### src/rtl/dp_control_fsm_if.sv
// Control bus between the dp_control_fsm sequencer and the datapath.
// master: the control FSM (reads IR/MFC/COND, drives all controls).
// slave : the datapath side.
interface dp_control_fsm_if;
  logic [31:0] IR;
  logic        MFC;
  logic        COND;

  logic        IRE;
  logic        MDRE;
  logic        PCE;
  logic        nPCE;
  logic        MARE;
  logic        RFE;

  logic        ClrPC;
  logic        nPCClr;
  logic        IRClr;
  logic        tQClr;

  logic        MFA;
  logic        ALUE;
  logic        nPC_ADD;
  logic        nPC_ADDSEL;
  logic        BAUX;
  logic        MOP_SEL;
  logic        DISP_SEL;
  logic        RA_SEL;
  logic        AOP_SEL;

  logic [1:0]  nPC_SEL;
  logic [1:0]  MAR_SEL;
  logic [1:0]  MDR_SEL;
  logic [1:0]  ALU_SEL;
  logic [1:0]  CIN_SEL;
  logic [1:0]  RC_SEL;

  logic [5:0]  OP1;
  logic        FAULT;
  logic [3:0]  STATE;

  modport master (
    input  IR, MFC, COND,
    output IRE, MDRE, PCE, nPCE, MARE, RFE,
    output ClrPC, nPCClr, IRClr, tQClr,
    output MFA, ALUE, nPC_ADD, nPC_ADDSEL, BAUX, MOP_SEL, DISP_SEL, RA_SEL, AOP_SEL,
    output nPC_SEL, MAR_SEL, MDR_SEL, ALU_SEL, CIN_SEL, RC_SEL,
    output OP1, FAULT, STATE
  );

  modport slave (
    output IR, MFC, COND,
    input  IRE, MDRE, PCE, nPCE, MARE, RFE,
    input  ClrPC, nPCClr, IRClr, tQClr,
    input  MFA, ALUE, nPC_ADD, nPC_ADDSEL, BAUX, MOP_SEL, DISP_SEL, RA_SEL, AOP_SEL,
    input  nPC_SEL, MAR_SEL, MDR_SEL, ALU_SEL, CIN_SEL, RC_SEL,
    input  OP1, FAULT, STATE
  );
endinterface

### src/rtl/dp_control_fsm.sv
// Moore control sequencer for a small SPARC-like datapath:
// reset, instruction fetch with memory handshake, decode, ALU op,
// taken/annulled branch handling and PC/nPC update.
// Optional macro MFC_TIMEOUT_EN adds a 4-bit memory wait counter that
// moves the FSM to a sticky FAULT state when MFC never arrives.
// All outputs are registered: they are decoded from the next state and
// loaded together with the state, so they always match STATE.
module dp_control_fsm (
  input  logic               Clk,
  input  logic               Reset,
  dp_control_fsm_if.master   bus
);

  typedef enum logic [3:0] {
    ST_RST0   = 4'd0,
    ST_RST1   = 4'd1,
    ST_FETCH0 = 4'd2,
    ST_FETCH1 = 4'd3,
    ST_FETCH2 = 4'd4,
    ST_DECODE = 4'd5,
    ST_ALU    = 4'd6,
    ST_BR_T   = 4'd7,
    ST_PCUPD  = 4'd8,
    ST_ANNUL  = 4'd9,
    ST_FAULT  = 4'd15
  } state_e;

  typedef struct packed {
    logic       ire;
    logic       mdre;
    logic       pce;
    logic       npce;
    logic       mare;
    logic       rfe;
    logic       clr_pc;
    logic       npc_clr;
    logic       ir_clr;
    logic       tq_clr;
    logic       mfa;
    logic       alue;
    logic       npc_add;
    logic       npc_addsel;
    logic       baux;
    logic       mop_sel;
    logic       disp_sel;
    logic       ra_sel;
    logic       aop_sel;
    logic [1:0] npc_sel;
    logic [1:0] mar_sel;
    logic [1:0] mdr_sel;
    logic [1:0] alu_sel;
    logic [1:0] cin_sel;
    logic [1:0] rc_sel;
    logic [5:0] op1;
    logic       fault;
  } ctrl_t;

  state_e state_q, state_d;
  ctrl_t  ctrl_q, ctrl_d;

`ifdef MFC_TIMEOUT_EN
  logic [3:0] wait_cnt_q, wait_cnt_d;
`endif

  // Control word for a given state; everything not listed is at idle.
  function automatic ctrl_t decode_ctrl(input state_e s);
    ctrl_t c;
    c            = '0;
    c.ire        = 1'b1;
    c.mdre       = 1'b1;
    c.pce        = 1'b1;
    c.npce       = 1'b1;
    c.mare       = 1'b1;
    c.rfe        = 1'b1;
    c.clr_pc     = 1'b1;
    c.npc_clr    = 1'b1;
    c.ir_clr     = 1'b1;
    c.tq_clr     = 1'b1;
    c.mop_sel    = 1'b1;
    c.op1        = 6'h08;
    case (s)
      ST_RST0: begin
        c.clr_pc  = 1'b0;
        c.npc_clr = 1'b0;
        c.ir_clr  = 1'b0;
        c.tq_clr  = 1'b0;
      end
      ST_RST1: begin
        c.npc_sel    = 2'd0;
        c.npc_addsel = 1'b0;
        c.npc_add    = 1'b1;
        c.npce       = 1'b0;
      end
      ST_FETCH0: begin
        c.mar_sel = 2'd0;
        c.mare    = 1'b0;
      end
      ST_FETCH1: begin
        c.mdr_sel = 2'd0;
        c.mdre    = 1'b0;
        c.mfa     = 1'b1;
      end
      ST_FETCH2: begin
        c.ire = 1'b0;
        c.mfa = 1'b0;
      end
      ST_ALU: begin
        c.cin_sel = 2'd2;
        c.ra_sel  = 1'b0;
        c.rc_sel  = 2'd0;
        c.aop_sel = 1'b0;
        c.alu_sel = 2'd0;
        c.rfe     = 1'b0;
        c.alue    = 1'b1;
      end
      ST_BR_T: begin
        c.pce      = 1'b0;
        c.npce     = 1'b0;
        c.npc_sel  = 2'd2;
        c.disp_sel = 1'b0;
        c.baux     = 1'b1;
      end
      ST_PCUPD, ST_ANNUL: begin
        c.pce        = 1'b0;
        c.npce       = 1'b0;
        c.npc_sel    = 2'd0;
        c.npc_addsel = 1'b0;
        c.npc_add    = 1'b1;
      end
`ifdef MFC_TIMEOUT_EN
      ST_FAULT: c.fault = 1'b1;
`endif
      default: ;
    endcase
    return c;
  endfunction

  // Next-state selection, wait-counter update and next control word.
  always_comb begin
    state_d = state_q;
`ifdef MFC_TIMEOUT_EN
    wait_cnt_d = wait_cnt_q;
`endif
    case (state_q)
      ST_RST0:   state_d = ST_RST1;
      ST_RST1:   state_d = ST_FETCH0;
      ST_FETCH0: begin
        state_d = ST_FETCH1;
`ifdef MFC_TIMEOUT_EN
        wait_cnt_d = 4'd0;
`endif
      end
      ST_FETCH1: begin
        if (bus.MFC) begin
          state_d = ST_FETCH2;
        end else begin
`ifdef MFC_TIMEOUT_EN
          if (wait_cnt_q == 4'd15) begin
            state_d = ST_FAULT;
          end else begin
            state_d    = ST_FETCH1;
            wait_cnt_d = wait_cnt_q + 4'd1;
          end
`else
          state_d = ST_FETCH1;
`endif
        end
      end
      ST_FETCH2: state_d = ST_DECODE;
      ST_DECODE: begin
        if (bus.IR[31:30] == 2'b10) begin
          state_d = ST_ALU;
        end else if ((bus.IR[31:30] == 2'b00) && (bus.IR[24:22] == 3'b010)) begin
          if (bus.COND)        state_d = ST_BR_T;
          else if (bus.IR[29]) state_d = ST_ANNUL;
          else                 state_d = ST_PCUPD;
        end else begin
          state_d = ST_PCUPD;
        end
      end
      ST_ALU:    state_d = ST_PCUPD;
      ST_BR_T:   state_d = ST_FETCH0;
      ST_PCUPD:  state_d = ST_FETCH0;
      ST_ANNUL:  state_d = ST_PCUPD;
`ifdef MFC_TIMEOUT_EN
      ST_FAULT:  state_d = ST_FAULT;
`endif
      default:   state_d = ST_RST0;
    endcase
    ctrl_d = decode_ctrl(state_d);
  end

  // State, counter and registered control outputs; reset forces RST0.
  always_ff @(posedge Clk) begin
    if (Reset) begin
      state_q <= ST_RST0;
      ctrl_q  <= decode_ctrl(ST_RST0);
`ifdef MFC_TIMEOUT_EN
      wait_cnt_q <= 4'd0;
`endif
    end else begin
      state_q <= state_d;
      ctrl_q  <= ctrl_d;
`ifdef MFC_TIMEOUT_EN
      wait_cnt_q <= wait_cnt_d;
`endif
    end
  end

  assign bus.IRE        = ctrl_q.ire;
  assign bus.MDRE       = ctrl_q.mdre;
  assign bus.PCE        = ctrl_q.pce;
  assign bus.nPCE       = ctrl_q.npce;
  assign bus.MARE       = ctrl_q.mare;
  assign bus.RFE        = ctrl_q.rfe;
  assign bus.ClrPC      = ctrl_q.clr_pc;
  assign bus.nPCClr     = ctrl_q.npc_clr;
  assign bus.IRClr      = ctrl_q.ir_clr;
  assign bus.tQClr      = ctrl_q.tq_clr;
  assign bus.MFA        = ctrl_q.mfa;
  assign bus.ALUE       = ctrl_q.alue;
  assign bus.nPC_ADD    = ctrl_q.npc_add;
  assign bus.nPC_ADDSEL = ctrl_q.npc_addsel;
  assign bus.BAUX       = ctrl_q.baux;
  assign bus.MOP_SEL    = ctrl_q.mop_sel;
  assign bus.DISP_SEL   = ctrl_q.disp_sel;
  assign bus.RA_SEL     = ctrl_q.ra_sel;
  assign bus.AOP_SEL    = ctrl_q.aop_sel;
  assign bus.nPC_SEL    = ctrl_q.npc_sel;
  assign bus.MAR_SEL    = ctrl_q.mar_sel;
  assign bus.MDR_SEL    = ctrl_q.mdr_sel;
  assign bus.ALU_SEL    = ctrl_q.alu_sel;
  assign bus.CIN_SEL    = ctrl_q.cin_sel;
  assign bus.RC_SEL     = ctrl_q.rc_sel;
  assign bus.OP1        = ctrl_q.op1;
  assign bus.FAULT      = ctrl_q.fault;
  assign bus.STATE      = state_q;

endmodule

### src/flat_wrapper.sv
// flat-port wrapper written by rule: the top's interface ports become plain ports
module dp_control_fsm_flat 
  (Clk, Reset, bus_IR, bus_MFC, bus_COND, bus_IRE, bus_MDRE, bus_PCE, bus_nPCE, bus_MARE, bus_RFE, bus_ClrPC, bus_nPCClr, bus_IRClr, bus_tQClr, bus_MFA, bus_ALUE, bus_nPC_ADD, bus_nPC_ADDSEL, bus_BAUX, bus_MOP_SEL, bus_DISP_SEL, bus_RA_SEL, bus_AOP_SEL, bus_nPC_SEL, bus_MAR_SEL, bus_MDR_SEL, bus_ALU_SEL, bus_CIN_SEL, bus_RC_SEL, bus_OP1, bus_FAULT, bus_STATE);
  dp_control_fsm_if bus_i ();
  input  logic Clk;
  input  logic Reset;
  input wire logic [$bits(bus_i.IR)-1:0] bus_IR;
  input wire logic [$bits(bus_i.MFC)-1:0] bus_MFC;
  input wire logic [$bits(bus_i.COND)-1:0] bus_COND;
  output wire logic [$bits(bus_i.IRE)-1:0] bus_IRE;
  output wire logic [$bits(bus_i.MDRE)-1:0] bus_MDRE;
  output wire logic [$bits(bus_i.PCE)-1:0] bus_PCE;
  output wire logic [$bits(bus_i.nPCE)-1:0] bus_nPCE;
  output wire logic [$bits(bus_i.MARE)-1:0] bus_MARE;
  output wire logic [$bits(bus_i.RFE)-1:0] bus_RFE;
  output wire logic [$bits(bus_i.ClrPC)-1:0] bus_ClrPC;
  output wire logic [$bits(bus_i.nPCClr)-1:0] bus_nPCClr;
  output wire logic [$bits(bus_i.IRClr)-1:0] bus_IRClr;
  output wire logic [$bits(bus_i.tQClr)-1:0] bus_tQClr;
  output wire logic [$bits(bus_i.MFA)-1:0] bus_MFA;
  output wire logic [$bits(bus_i.ALUE)-1:0] bus_ALUE;
  output wire logic [$bits(bus_i.nPC_ADD)-1:0] bus_nPC_ADD;
  output wire logic [$bits(bus_i.nPC_ADDSEL)-1:0] bus_nPC_ADDSEL;
  output wire logic [$bits(bus_i.BAUX)-1:0] bus_BAUX;
  output wire logic [$bits(bus_i.MOP_SEL)-1:0] bus_MOP_SEL;
  output wire logic [$bits(bus_i.DISP_SEL)-1:0] bus_DISP_SEL;
  output wire logic [$bits(bus_i.RA_SEL)-1:0] bus_RA_SEL;
  output wire logic [$bits(bus_i.AOP_SEL)-1:0] bus_AOP_SEL;
  output wire logic [$bits(bus_i.nPC_SEL)-1:0] bus_nPC_SEL;
  output wire logic [$bits(bus_i.MAR_SEL)-1:0] bus_MAR_SEL;
  output wire logic [$bits(bus_i.MDR_SEL)-1:0] bus_MDR_SEL;
  output wire logic [$bits(bus_i.ALU_SEL)-1:0] bus_ALU_SEL;
  output wire logic [$bits(bus_i.CIN_SEL)-1:0] bus_CIN_SEL;
  output wire logic [$bits(bus_i.RC_SEL)-1:0] bus_RC_SEL;
  output wire logic [$bits(bus_i.OP1)-1:0] bus_OP1;
  output wire logic [$bits(bus_i.FAULT)-1:0] bus_FAULT;
  output wire logic [$bits(bus_i.STATE)-1:0] bus_STATE;
  assign bus_i.IR = bus_IR;
  assign bus_i.MFC = bus_MFC;
  assign bus_i.COND = bus_COND;
  assign bus_IRE = bus_i.IRE;
  assign bus_MDRE = bus_i.MDRE;
  assign bus_PCE = bus_i.PCE;
  assign bus_nPCE = bus_i.nPCE;
  assign bus_MARE = bus_i.MARE;
  assign bus_RFE = bus_i.RFE;
  assign bus_ClrPC = bus_i.ClrPC;
  assign bus_nPCClr = bus_i.nPCClr;
  assign bus_IRClr = bus_i.IRClr;
  assign bus_tQClr = bus_i.tQClr;
  assign bus_MFA = bus_i.MFA;
  assign bus_ALUE = bus_i.ALUE;
  assign bus_nPC_ADD = bus_i.nPC_ADD;
  assign bus_nPC_ADDSEL = bus_i.nPC_ADDSEL;
  assign bus_BAUX = bus_i.BAUX;
  assign bus_MOP_SEL = bus_i.MOP_SEL;
  assign bus_DISP_SEL = bus_i.DISP_SEL;
  assign bus_RA_SEL = bus_i.RA_SEL;
  assign bus_AOP_SEL = bus_i.AOP_SEL;
  assign bus_nPC_SEL = bus_i.nPC_SEL;
  assign bus_MAR_SEL = bus_i.MAR_SEL;
  assign bus_MDR_SEL = bus_i.MDR_SEL;
  assign bus_ALU_SEL = bus_i.ALU_SEL;
  assign bus_CIN_SEL = bus_i.CIN_SEL;
  assign bus_RC_SEL = bus_i.RC_SEL;
  assign bus_OP1 = bus_i.OP1;
  assign bus_FAULT = bus_i.FAULT;
  assign bus_STATE = bus_i.STATE;
  dp_control_fsm u_core (.Clk(Clk), .Reset(Reset), .bus(bus_i));
endmodule
### config.mk
export PLATFORM = sky130hd
export DESIGN_NAME = dp_control_fsm_flat
export DESIGN_NICKNAME = d
export VERILOG_FILES = /design/src/rtl/dp_control_fsm_if.sv /design/src/rtl/dp_control_fsm.sv /design/src/flat_wrapper.sv
export SDC_FILE = /design/constraint.sdc
export NUM_CORES = 1
export LEC_CHECK = 0
export CAP_MARGIN = 25
export CORE_MARGIN = 3
export CORE_UTILIZATION = 35
export DETAILED_ROUTE_END_ITERATION = 8
export PLACE_DENSITY = 0.95
export SYNTH_ARGS = -nofsm -noshare
export SYNTH_HDL_FRONTEND = slang
export SYNTH_SLANG_ARGS = --single-unit
export TNS_END_PERCENT = 100
### constraint.sdc
create_clock -name Clk -period 3.75 [get_ports Clk]
set_input_delay 0.75 -clock Clk [delete_from_list [all_inputs] [get_ports Clk]]
set_output_delay 0.75 -clock Clk [all_outputs]
set_load 0.02 [all_outputs]
### Word level (Yosys, flattened, before mapping)

Cells that the tools add are included.

| storage, ports and cells | value |
|---|---|
| logic and storage cells | 69 |
| output and inout port bits | 42 |
| register bits | 32 |
| input port bits | 36 |

| operators by class | value |
|---|---|
| equality and inequality tests | 19 |
| mux-type cells | 19 |
| reductions and logical operators | 9 |

Operators with widths:

| kind | number |
|---|---|
| 4-bit by 3-bit equality test with 1-bit output (second input constant) | 7 |
| 4-bit one-hot mux with 7 select lines | 1 |
| 4-bit 2-to-1 mux | 5 |
| 4-bit by 2-bit equality test with 1-bit output (second input constant) | 4 |
| 4-bit equality test (second input constant) | 4 |
| 1-bit 2-to-1 mux | 10 |
| 3-bit OR reduction | 3 |
| 4-bit by 1-bit equality test with 1-bit output (second input constant) | 2 |
| 4-bit zero test | 2 |
| 2-bit 2-to-1 mux | 2 |
| 4-bit OR reduction | 1 |
| 3-bit by 2-bit equality test with 1-bit output (second input constant) | 1 |
| 3-bit 2-to-1 mux | 1 |
| 2-bit equality test (second input constant) | 1 |
| 2-bit zero test | 1 |
| 2-bit OR reduction | 1 |
| 1-bit logical AND | 1 |

### Depth between registers and ports, before layout

| logic depth | value |
|---|---|
| word-level depth | 8 |
| depth in mapped cells | 6 |
| mapped depth without buffers | 5 |

### Worst setup path after synthesis

No wires, ideal clock.

| path | value |
|---|---|
| kind | input to register |
| from | input bus_IR[31] |
| to | register u_core.ctrl_q, in the netlist u_core.bus.nPCE |
| buffers on the path | 0 |
| required time | 3.635 ns |
| arrival | 1.908 ns |
| library setup time | 0.115 ns |
| cell stages on the path | 5 |
| setup slack | 1.727 ns |
| cell sequence | or4b_4 -> nor4_4 -> nor2_2 -> nor3b_4 -> o21ba_1 |

| on the way | value |
|---|---|
| cells in the longest elaborated chain, start to end | 8 |
| elaborated cells on any way between the ends | 12 |
| those cells by class | 5 x eq/ne; 4 x mux; 3 x reduce/logical |

RTL lines:

| what | RTL line | text |
|---|---|---|
| start: declaration | flat_wrapper.sv:7 | `input wire logic [$bits(bus_i.IR)-1:0] bus_IR;` |
| 2-bit zero test | dp_control_fsm.sv:173 | `end else if ((bus.IR[31:30] == 2'b00) && (bus.IR[24:22] == 3'b010)) begin` |
| 1-bit logical AND | dp_control_fsm.sv:173 |  |
| 4-bit 2-to-1 mux | dp_control_fsm.sv:173 |  |
| 4-bit 2-to-1 mux (*) | dp_control_fsm.sv:171 | `if (bus.IR[31:30] == 2'b10) begin` |
| 4-bit one-hot mux with 7 select lines (*) | dp_control_fsm.sv:144 | `case (state_q)` |
| 4-bit by 1-bit equality test with 1-bit output, or another cell as far along | dp_control_fsm.sv:81 | `case (s)` |
| 4-bit OR reduction (no line) (*) | -- |  |
| 1-bit 2-to-1 mux (*) | dp_control_fsm.sv:81 |  |
| end signal: assignment | dp_control_fsm.sv:197 | `ctrl_q <= decode_ctrl(ST_RST0);` |
| end signal: assignment | dp_control_fsm.sv:203 | `ctrl_q <= ctrl_d;` |
| end: declaration | dp_control_fsm.sv:59 | `ctrl_t ctrl_q, ctrl_d;` |

Every way passes the cells marked *; elsewhere a longest branch is shown, timed or not.
A chain may end at the register's enable or synchronous reset.

### Worst setup path after layout

| path | value |
|---|---|
| from | register u_core.state_q[2], in the netlist u_core.bus.STATE[2] |
| to | output bus_STATE[2] |

RTL lines:

| what | RTL line | text |
|---|---|---|
| start: declaration | dp_control_fsm.sv:58 | `state_e state_q, state_d;` |
| start signal: assignment | dp_control_fsm.sv:202 | `state_q <= state_d;` |
| end: declaration | flat_wrapper.sv:37 | `output wire logic [$bits(bus_i.STATE)-1:0] bus_STATE;` |

No word-level cell between the ends.

==> results.cfg <==
[outcome]
status = finished, final reports clean

[finish]
largest_register_ffs = 4
antennaDiodeCount = 0
stdcell_area_um2 = 1150
final_util_pct = 45.3
area_delta_synth_final_pct = 20.7
post_route_cells_drive_above_1_share_pct = 13.7
nNetsFinal = 161

[setup_path]
cp-end-kind = output pin
cp_data_arrival_time_ns = 1.60
critical-path-top-delay-family = buffers and inverters
worstPathCellList = clkdlybuf4s50_1
worstPathBufferInverterCount = 1
critical_path.startpoint_type = flop
criticalPathCategory = flop to output pin
critPathMaxFanout = 13
rrSetupSlack_ns = 1.90
worst_path_largest_cell_delay_ns = 0.70
slowest_stage = clkdlybuf4s50_1
critical_path_required_ns = 3.00

[clocking]
source_to_sink_clock_delay_at_the_later_pin_of_the_worst_skew_pair_ns = 0.28
clock-root-buffer = clkbuf_4
number_of_buffers_inserted_for_hold_repair_after_clock_tree_synthesis = 0
clock_sinks = 15
clk_pin_slew_ns = 0.08
tritoncts = yes
cts_inserted_buffers = 3
ctsLongestPathBuffers = 2
ctsHtreeMaxLevel = 1
post_cts_sizing = 0
post_cts.repair.setup_buffers = 0

[yosys]
ys.warnings.count = 0
post_synth_instance_area_um2 = 955
synth_seq_area_share_pct = 31.5
synth.lib_cells_used.distinct = 37
synth_area_per_cell_um2 = 9.45
yosys_register_bits = 15
synthCells = 101

[timing]
final_setup_skew_ns = 0.00341
report.final.setup_viol = 0
rsz0062_at_grt = no
tns_ns = 0
period_needed_ns = 2.35
timing.final.hold_violations = 0
max_freq_mhz = 426
slew_violations = 0
final.period_utilization_pct = 62.6

[die]
row_count = 18
fp.coreArea_um2 = 2540
die_w_um = 58.2
num_io_pins = 78
fp.dieArea_um2 = 3390
floorplan.die.height_um = 58.2
initial_standard_cell_utilization_of_the_core_pct = 37.5

[routing]
final_antenna_net_count = 0
drt_pre_antenna_iters = 4
detailedRoute.firstIterationViolations = 10
routed_wl_um = 1640
routed-via-count = 701
wire_per_inst_um = 10.7
drc = 0
vias_per_cell = 4.55

[pwr]
finalPower_w = 0.000371
net-switching-power_w = 0.000119
irDropWorstVdd_mv = 0.188
clock_power_share_pct = 23.6
p_leak_nw = 0.461
power-per-cell-area_nw_per_um2 = 322
internal_power_w = 0.000252
power.switching_fraction_pct = 32.1
share_seq_of_total_power_pct = 48.1
p_comb_share_pct = 28.3

[hold_path]
hold_path_class = flop to flop

[global_routing]
grt-busiest-layer = met2
met1_usage_pct = 11.2
gr-total-overflow = 0
grt_first_pass_wirelength_um = 2660
grt_use_met3_pct = 1.56
antenna_found_initial = 0
grtUsageTotal_pct = 9.90
vias_in_the_first_global_route = 634
globalRouteMet2Util_pct = 18.2
largest_net_degree_at_the_start_of_global_routing = 17

[placed_design]
gpl.final_weighted_congestion = 0.838
postPlaceCellArea_um2 = 1120
port_buffers = 29
dp_hpwl_um = 1370

[run]
max_cap_viols = 0
-- layout by cell type, fill, tap and decap left out, types with 2 or more instances in the layout --
cell	Yosys	final
inv_1	4	4
nand2_1	7	7
o21ai_0	3	3
conb_1	2	22
nor2_1	9	9
clkbuf_4	0	3
nand3_1	2	2
clkdlybuf4s50_1	0	29
nor2b_1	2	2
dfxtp_1	15	15
-- Yosys cell counts --
cell       number  area (µm²)
a221oi_1        1        8.76
and2b_1         1        7.51
or4b_4          1        13.8
nor3_2          1        10.0
nand2b_1        1        6.26
o211a_1         1        10.0
nand4bb_2       1        16.3
nand3_1         2        10.0
conb_1          2        7.51
or3b_4          1        11.3
a2111oi_4       1        27.5
o21ai_0         3        15.0
a21oi_2         1        8.76
nor2b_1         2        12.5
o221ai_4        1        26.3
and3b_2         1        10.0
a21oi_1         1        5.00
nand4b_1        1        8.76
a31oi_1         1        6.26
mux2i_1         1        10.0
a211oi_1        1        7.51
and2_1          1        6.26
nand2_1         7        26.3
nand2b_2        1        8.76
buf_4          28         210
nand4bb_1       1        11.3
and3_1          1        6.26
nor2_1          9        33.8
o21a_2          1        8.76
inv_1           4        15.0
nor4_4          1        21.3
nor3b_4         1        18.8
nor4bb_1        1        10.0
nor2_2          1        6.26
o21ba_1         1        10.0
buf_6           2        22.5
dfxtp_1        15         300
-- kinds of logic after synthesis --
family,count (synthesis),synth area share [%]
AOI/OAI and AO/OA,13,14.0
buffers and inverters,34,25.9
DFF,15,31.5
muxes,1,1.05
other,2,0.787
and+or+nand+nor,36,26.7
-- metal layers --
layer / up-vias / wire, µm
met3: 2 / 149
met1: 324 / 604
met5: - / 0
met4: 0 / 14
li1: 338 / -
met2: 37 / 874
-- cell type report --
cell class	instances	area (µm²)
Fill cell	260	1390
Multi-Input combinational cell	72	482
Sequential cell	15	300
Timing Repair Buffer	29	290
Tap cell	30	37.5
Clock buffer	3	22.5
Inverter	4	15.0
Clock inverter	1	5.00
-- stage by stage --
| stage | hold slack [ns] | setup WS (ns) | std cells |
|---|---|---|---|
| finish | 0.672 | 1.40 | 154 |
| global route | 0.749 | 1.31 | 154 |
| CTS | 0.672 | 1.39 | 154 |
| detailed placement | 0.652 | 1.15 | 150 |
| global placement | 0.614 | 1.19 | 150 |
| floorplan | 0.664 | 1.73 | 121 |
-- final timing paths --
kind / endpoint / cells after the start / from
worst min register to register: u_core.bus.IRE / 2 / u_core.bus.STATE[3]
worst max-delay path: bus_STATE[2] / 1 / u_core.bus.STATE[2]
worst max register to register: u_core.bus.nPCE / 5 / u_core.bus.STATE[2]
worst min-delay path: u_core.bus.IRE / 2 / u_core.bus.STATE[3]
-- power groups by stage --
| stage | Combinational (W) | Clock, W | Sequential [W] |
|---|---|---|---|
| 6_report | 0.000105 | 0.0000874 | 0.000178 |
| 2_1_floorplan | 0.0000855 | 0 | 0.000188 |
| 5_1_grt | 0.000113 | 0.0000967 | 0.000180 |
| 3_5_place_dp | 0.000106 | 0 | 0.000182 |
| 3_3_place_gp | 0.000103 | 0 | 0.000181 |
| 4_1_cts | 0.000106 | 0.0000911 | 0.000178 |
Power figures use the tool's default switching activity.
==> edit 1 (config.mk and constraints unchanged) <==
The option `MFC_TIMEOUT_EN` is turned on by a define.
--- a/src/rtl/dp_control_fsm.sv
+++ b/src/rtl/dp_control_fsm.sv
@@ -7,2 +7,4 @@
 // loaded together with the state, so they always match STATE.
+`define MFC_TIMEOUT_EN
+
 module dp_control_fsm (
Behaviour: no difference found for any inputs over 10 cycles, from zero or initial values and one cycle with Reset high; that may be too few to reach the edited logic, so the function may still have changed.
==> edit 1 against the unedited design <==
Total power up 81%. Routed wire length rose by 49%. Sequential cell count grew 5. Critical path depth stayed put. Clock power rose by 97%. Design area rose by 28%. Setup slack worse by 0.16 ns. Worst hold slack got worse by 0.14 ns. Synthesized area grew 29%. Core utilization increased by 0.89 points. Register-to-register slack got worse by 0.29 ns. Sequential power up 47%. Critical path type unchanged.
==> edit 1: results (changes against the unedited design) <==
n_diodes 0 (unchanged); Area after DPL 1430 um2 (+27%); DR vias 1011 (+44%); hold path depth 2 (unchanged); worst flop-to-flop path startpoint u_core.bus.STATE[2]; Setup CP Type reg2out; Port Buffers 30 (+3.4%); Clk Tree Root Cell clkbuf_4; clock slew at reported path FFs 0.11 ns (+0.03 ns); worst hold path startpoint u_core.wait_cnt_q[2]; Rel. slew slack 0.510; worst-skew pair later-pin latency 0.30 ns (+0.02 ns); TritonCTS Buffers 3 (unchanged); global-route wire length before repair 4.11 mm (+54%); CP max stage delay 0.73 ns (+0.03 ns); post-DP HPWL 1.88 mm (+37%); Worst EP arrival 1.76 ns (+0.16 ns); initial antenna violation count 0 (unchanged); Synth cell types 47 (+27%); pre-CTS setup slack 1.08 ns (-0.0690 ns); fillers 308 (+18%); largest net degree at the start of global routing 17 (unchanged); delay-heaviest family, CP flip-flops; sequential area share after synthesis 0.326 (+0.0110); Post-CTS Resized 0 (unchanged); R2R depth 5 (unchanged); CTS max path bufs 2 (unchanged); worst min path class reg2reg; Ys Warns 0 (unchanged); post-synthesis instance total 141 (+40%); post-CTS setup buffers 0 (unchanged); crit path max fanout 16 (+3); Final Skew 0.00779 ns (+0.00439 ns); most frequent cells after synthesis buf_4, dfxtp_1, nor2_1, nand2_1, nor3_1; largest cells by area after synthesis dfxtp_1, buf_4, nor2_1; vias in the first global route 942 (+49%); TNS Setup 0 ns (unchanged); CP max stage cell dfxtp_1; Nets 201 (+25%); share of synthesized flip-flops with an asynchronous set or reset 0 (unchanged); Tot GR Track Use 0.118 (+0.0191); layout cells sized above 1 0.0920 (-0.0451); GPL Wtd Cong 0.836 (-0.19%); H-tree lvl count 1 (unchanged); Switching Share 0.335 (+0.0141); First DRT Iteration DRCs 75 (+65); Worst VDD drop 0.158 mV (-16%); status finished, final reports clean; P_leak 0.000566 uW (+23%); routed wire length 2.45 mm (+49%); Finished Layout Cells 207 (+34%); DRT Pass-1 Iters 4 (unchanged)
-- edit 1: per-stage QoR --
step	power, uW	util
finish	671	0.462
global route	708	0.462
CTS	673	0.462
detailed placement	502	0.445
global placement	497	0.445
floorplan	447	-
-- edit 1: area by class of cell --
class                           instances  area share
Tap cell                               44      0.0372
Multi-Input combinational cell        107       0.448
Sequential cell                        20       0.271
Inverter                                2     0.00508
Timing Repair Buffer                   30       0.203
Clock inverter                          1      0.0203
Clock buffer                            3      0.0152
-- edit 1: kinds of logic after synthesis --
group / Yosys count / synth area share
adders and majority gates: 1 / 0.0102
DFF: 20 / 0.326
buffers and inverters: 33 / 0.193
and+or+nand+nor: 57 / 0.277
AOI/OAI and AO/OA: 27 / 0.181
other: 2 / 0.00611
xor gates and xnor gates: 1 / 0.00712
-- edit 1: layer usage --
layer | global-route usage | routed length [um] | up-vias
met3 | 0.0103 | 157 | 2
met5 | 0 | 0 | -
met4 | 0.0544 | 22 | 0
li1 | - | - | 499
met2 | 0.209 | 1190 | 45
met1 | 0.144 | 1070 | 465
-- edit 1: path summary, 6_finish.rpt --
kind / endpoint / slack, ns
max reg2reg: u_core.bus.nPCE / 1.61
min: u_core.wait_cnt_q[2] / 0.53
max: bus_STATE[2] / 1.24
min reg2reg: u_core.wait_cnt_q[2] / 0.53
-- edit 1: power by group through the flow --
stage          clock (uW)  combinational [uW]  sequential, uW
4_1_cts               176                 237             261
2_1_floorplan           0                 171             276
3_3_place_gp            0                 231             265
6_report              172                 237             262
3_5_place_dp            0                 236             266
5_1_grt               186                 256             266
==> edit 2 (same flow settings) <==
Made on the original files. Reset style: asynchronous (`Reset`), changed in one clocked block.
--- a/src/rtl/dp_control_fsm.sv
+++ b/src/rtl/dp_control_fsm.sv
@@ -193,3 +193,3 @@
   // State, counter and registered control outputs; reset forces RST0.
-  always_ff @(posedge Clk) begin
+  always_ff @(posedge Clk or posedge Reset) begin
     if (Reset) begin
Formal check against the unedited RTL: differs if Reset is asserted again (counterexample within 4 cycles, from zero or initial values and one cycle with Reset high); with Reset held inactive, the same outputs for 10 cycles.
==> edit 2 against the unedited design <==
Synthesized area down 4.2%. Register-to-register slack better by 0.21 ns. Worst hold slack better by 0.012 ns. Die area down 3.8%. Routed wire length up 9.7%. First-iteration DRC count rose to 3.3 times the old value. Final cell count down 7.1%. Setup slack worse by 0.0015 ns. Design area down 2.8%. Sequential cell count unchanged. Critical path type unchanged. Largest cell class is now registers.
Power is not compared: it rests on default switching activity, and its combinational part moved more than twofold at a synthesized area within 25%.
==> edit 2: results (changes against the unedited design) <==
sequential area share after synthesis 0.419 (+0.104); fillers 216 (-17%); GPL Wtd Cong 0.806 (-3.8%); CP max stage cell clkdlybuf4s50_1; DRT Pass-1 Iters 4 (unchanged); First DRT Iteration DRCs 33 (+23); share of synthesized flip-flops with an asynchronous set or reset 1.00 (+1.00); global-route wire length before repair 2.86 mm (+7.2%); crit path max fanout 16 (+3); initial antenna violation count 0 (unchanged); Worst Max-Slew Pin Slew about 0.6 ns; Nets 152 (-5.6%); post-DP HPWL 1.42 mm (+3.2%); Clk Tree Root Cell clkbuf_4; Setup crit start u_core.bus.STATE[1]; P_leak a little under 0.0005 uW; delay-heaviest family, CP buffers and inverters; DR DRC count 0 (unchanged); Worst VDD drop 0.379 mV; worst flop-to-flop path startpoint u_core.bus.STATE[3]; worst hold path startpoint u_core.bus.STATE[3]; Vias/cell 4.89 (+7.4%); Ys Warns 0 (unchanged); vias in the first global route 613 (-3.3%); layout cells sized above 1 0.130 (-0.00666); routed wire length 1.80 mm (+9.7%); ys flop type dfrtp_1; worst-skew pair later-pin latency 0.28 ns (about the same); Tot GR Track Use 0.112 (+0.0131); most frequent cells after synthesis buf_4, dfrtp_1, dfstp_2, nor2_1, o21ai_0; CP max stage delay between 0.6 and 0.7 ns; largest net degree at the start of global routing 17 (unchanged); worst min path class reg2reg; clock slew at reported path FFs 0.08 ns (about the same); Final Skew 0.00423 ns (+0.000824 ns); largest cells by area after synthesis dfrtp_1, buf_4, dfstp_2; status finished, final reports clean; Synth cell types 34 (-8.1%); H-tree lvl count 1 (unchanged)
==> edit 2: cell types whose count changed after synthesis, sizes merged, moves of 4 or more <==
| cell | unedited run | this run |
|---|---|---|
| dfrtp | 0 | 9 |
| nor2 | 10 | 6 |
| dfxtp | 15 | 0 |
| dfstp | 0 | 6 |
| nand2 | 7 | 2 |
==> edit 2: cell type report <==
type	count	area [um2]	area share
Sequential cell	15	383	0.342
Tap cell	28	35.0	0.0313
Timing Repair Buffer	29	290	0.259
Multi-Input combinational cell	64	374	0.334
Inverter	3	11.3	0.0101
Clock buffer	4	26.3	0.0235
==> edit 2: per-stage QoR <==
stage	utilization	setup slack, ns	instances	power [uW]	cell area [um2]
final	0.479	1.40	143	813	1120
after global routing	0.479	1.34	143	862	1120
after CTS	0.479	1.40	143	815	1120
after detailed placement	0.467	1.45	139	725	1090
after global placement	0.467	1.49	139	703	1090
after floorplan	-	2.09	112	589	990
==> edit 2: cell families after synthesis <==
logic type      count (synthesis)  share of synthesized area
compound gates                 15                      0.122
xor+xnor                        1                    0.00958
buf+inv                        33                      0.254
flops                          15                      0.419
other cells                     2                    0.00821
simple gates                   26                      0.187
==> edit 2: path summary, 6_finish.rpt <==
check | slack, ns | endpoint | depth (start not counted)
min reg2reg | 0.68 | u_core.bus.ClrPC | 1
min | 0.68 | u_core.bus.ClrPC | 1
max reg2reg | 2.11 | u_core.bus.STATE[0] | 3
max in group asynchronous | 2.58 | u_core.bus.PCE | 2
max | 1.40 | bus_STATE[1] | 1
min in group asynchronous | 0.80 | u_core.bus.STATE[1] | 2
==> edit 2: layer usage <==
metal	wire length, um	track usage
met1	631	0.122
met5	0	0
met2	923	0.199
met3	208	0.0271
met4	38	0.0596
==> edit 2: power by group through the flow <==
stage	Sequential, uW	Clock [uW]	Combinational [uW]
2_1_floorplan	339	0	250
3_3_place_gp	304	0	399
3_5_place_dp	312	0	414
4_1_cts	309	90.4	415
5_1_grt	320	96.5	445
6_report	310	87.1	415
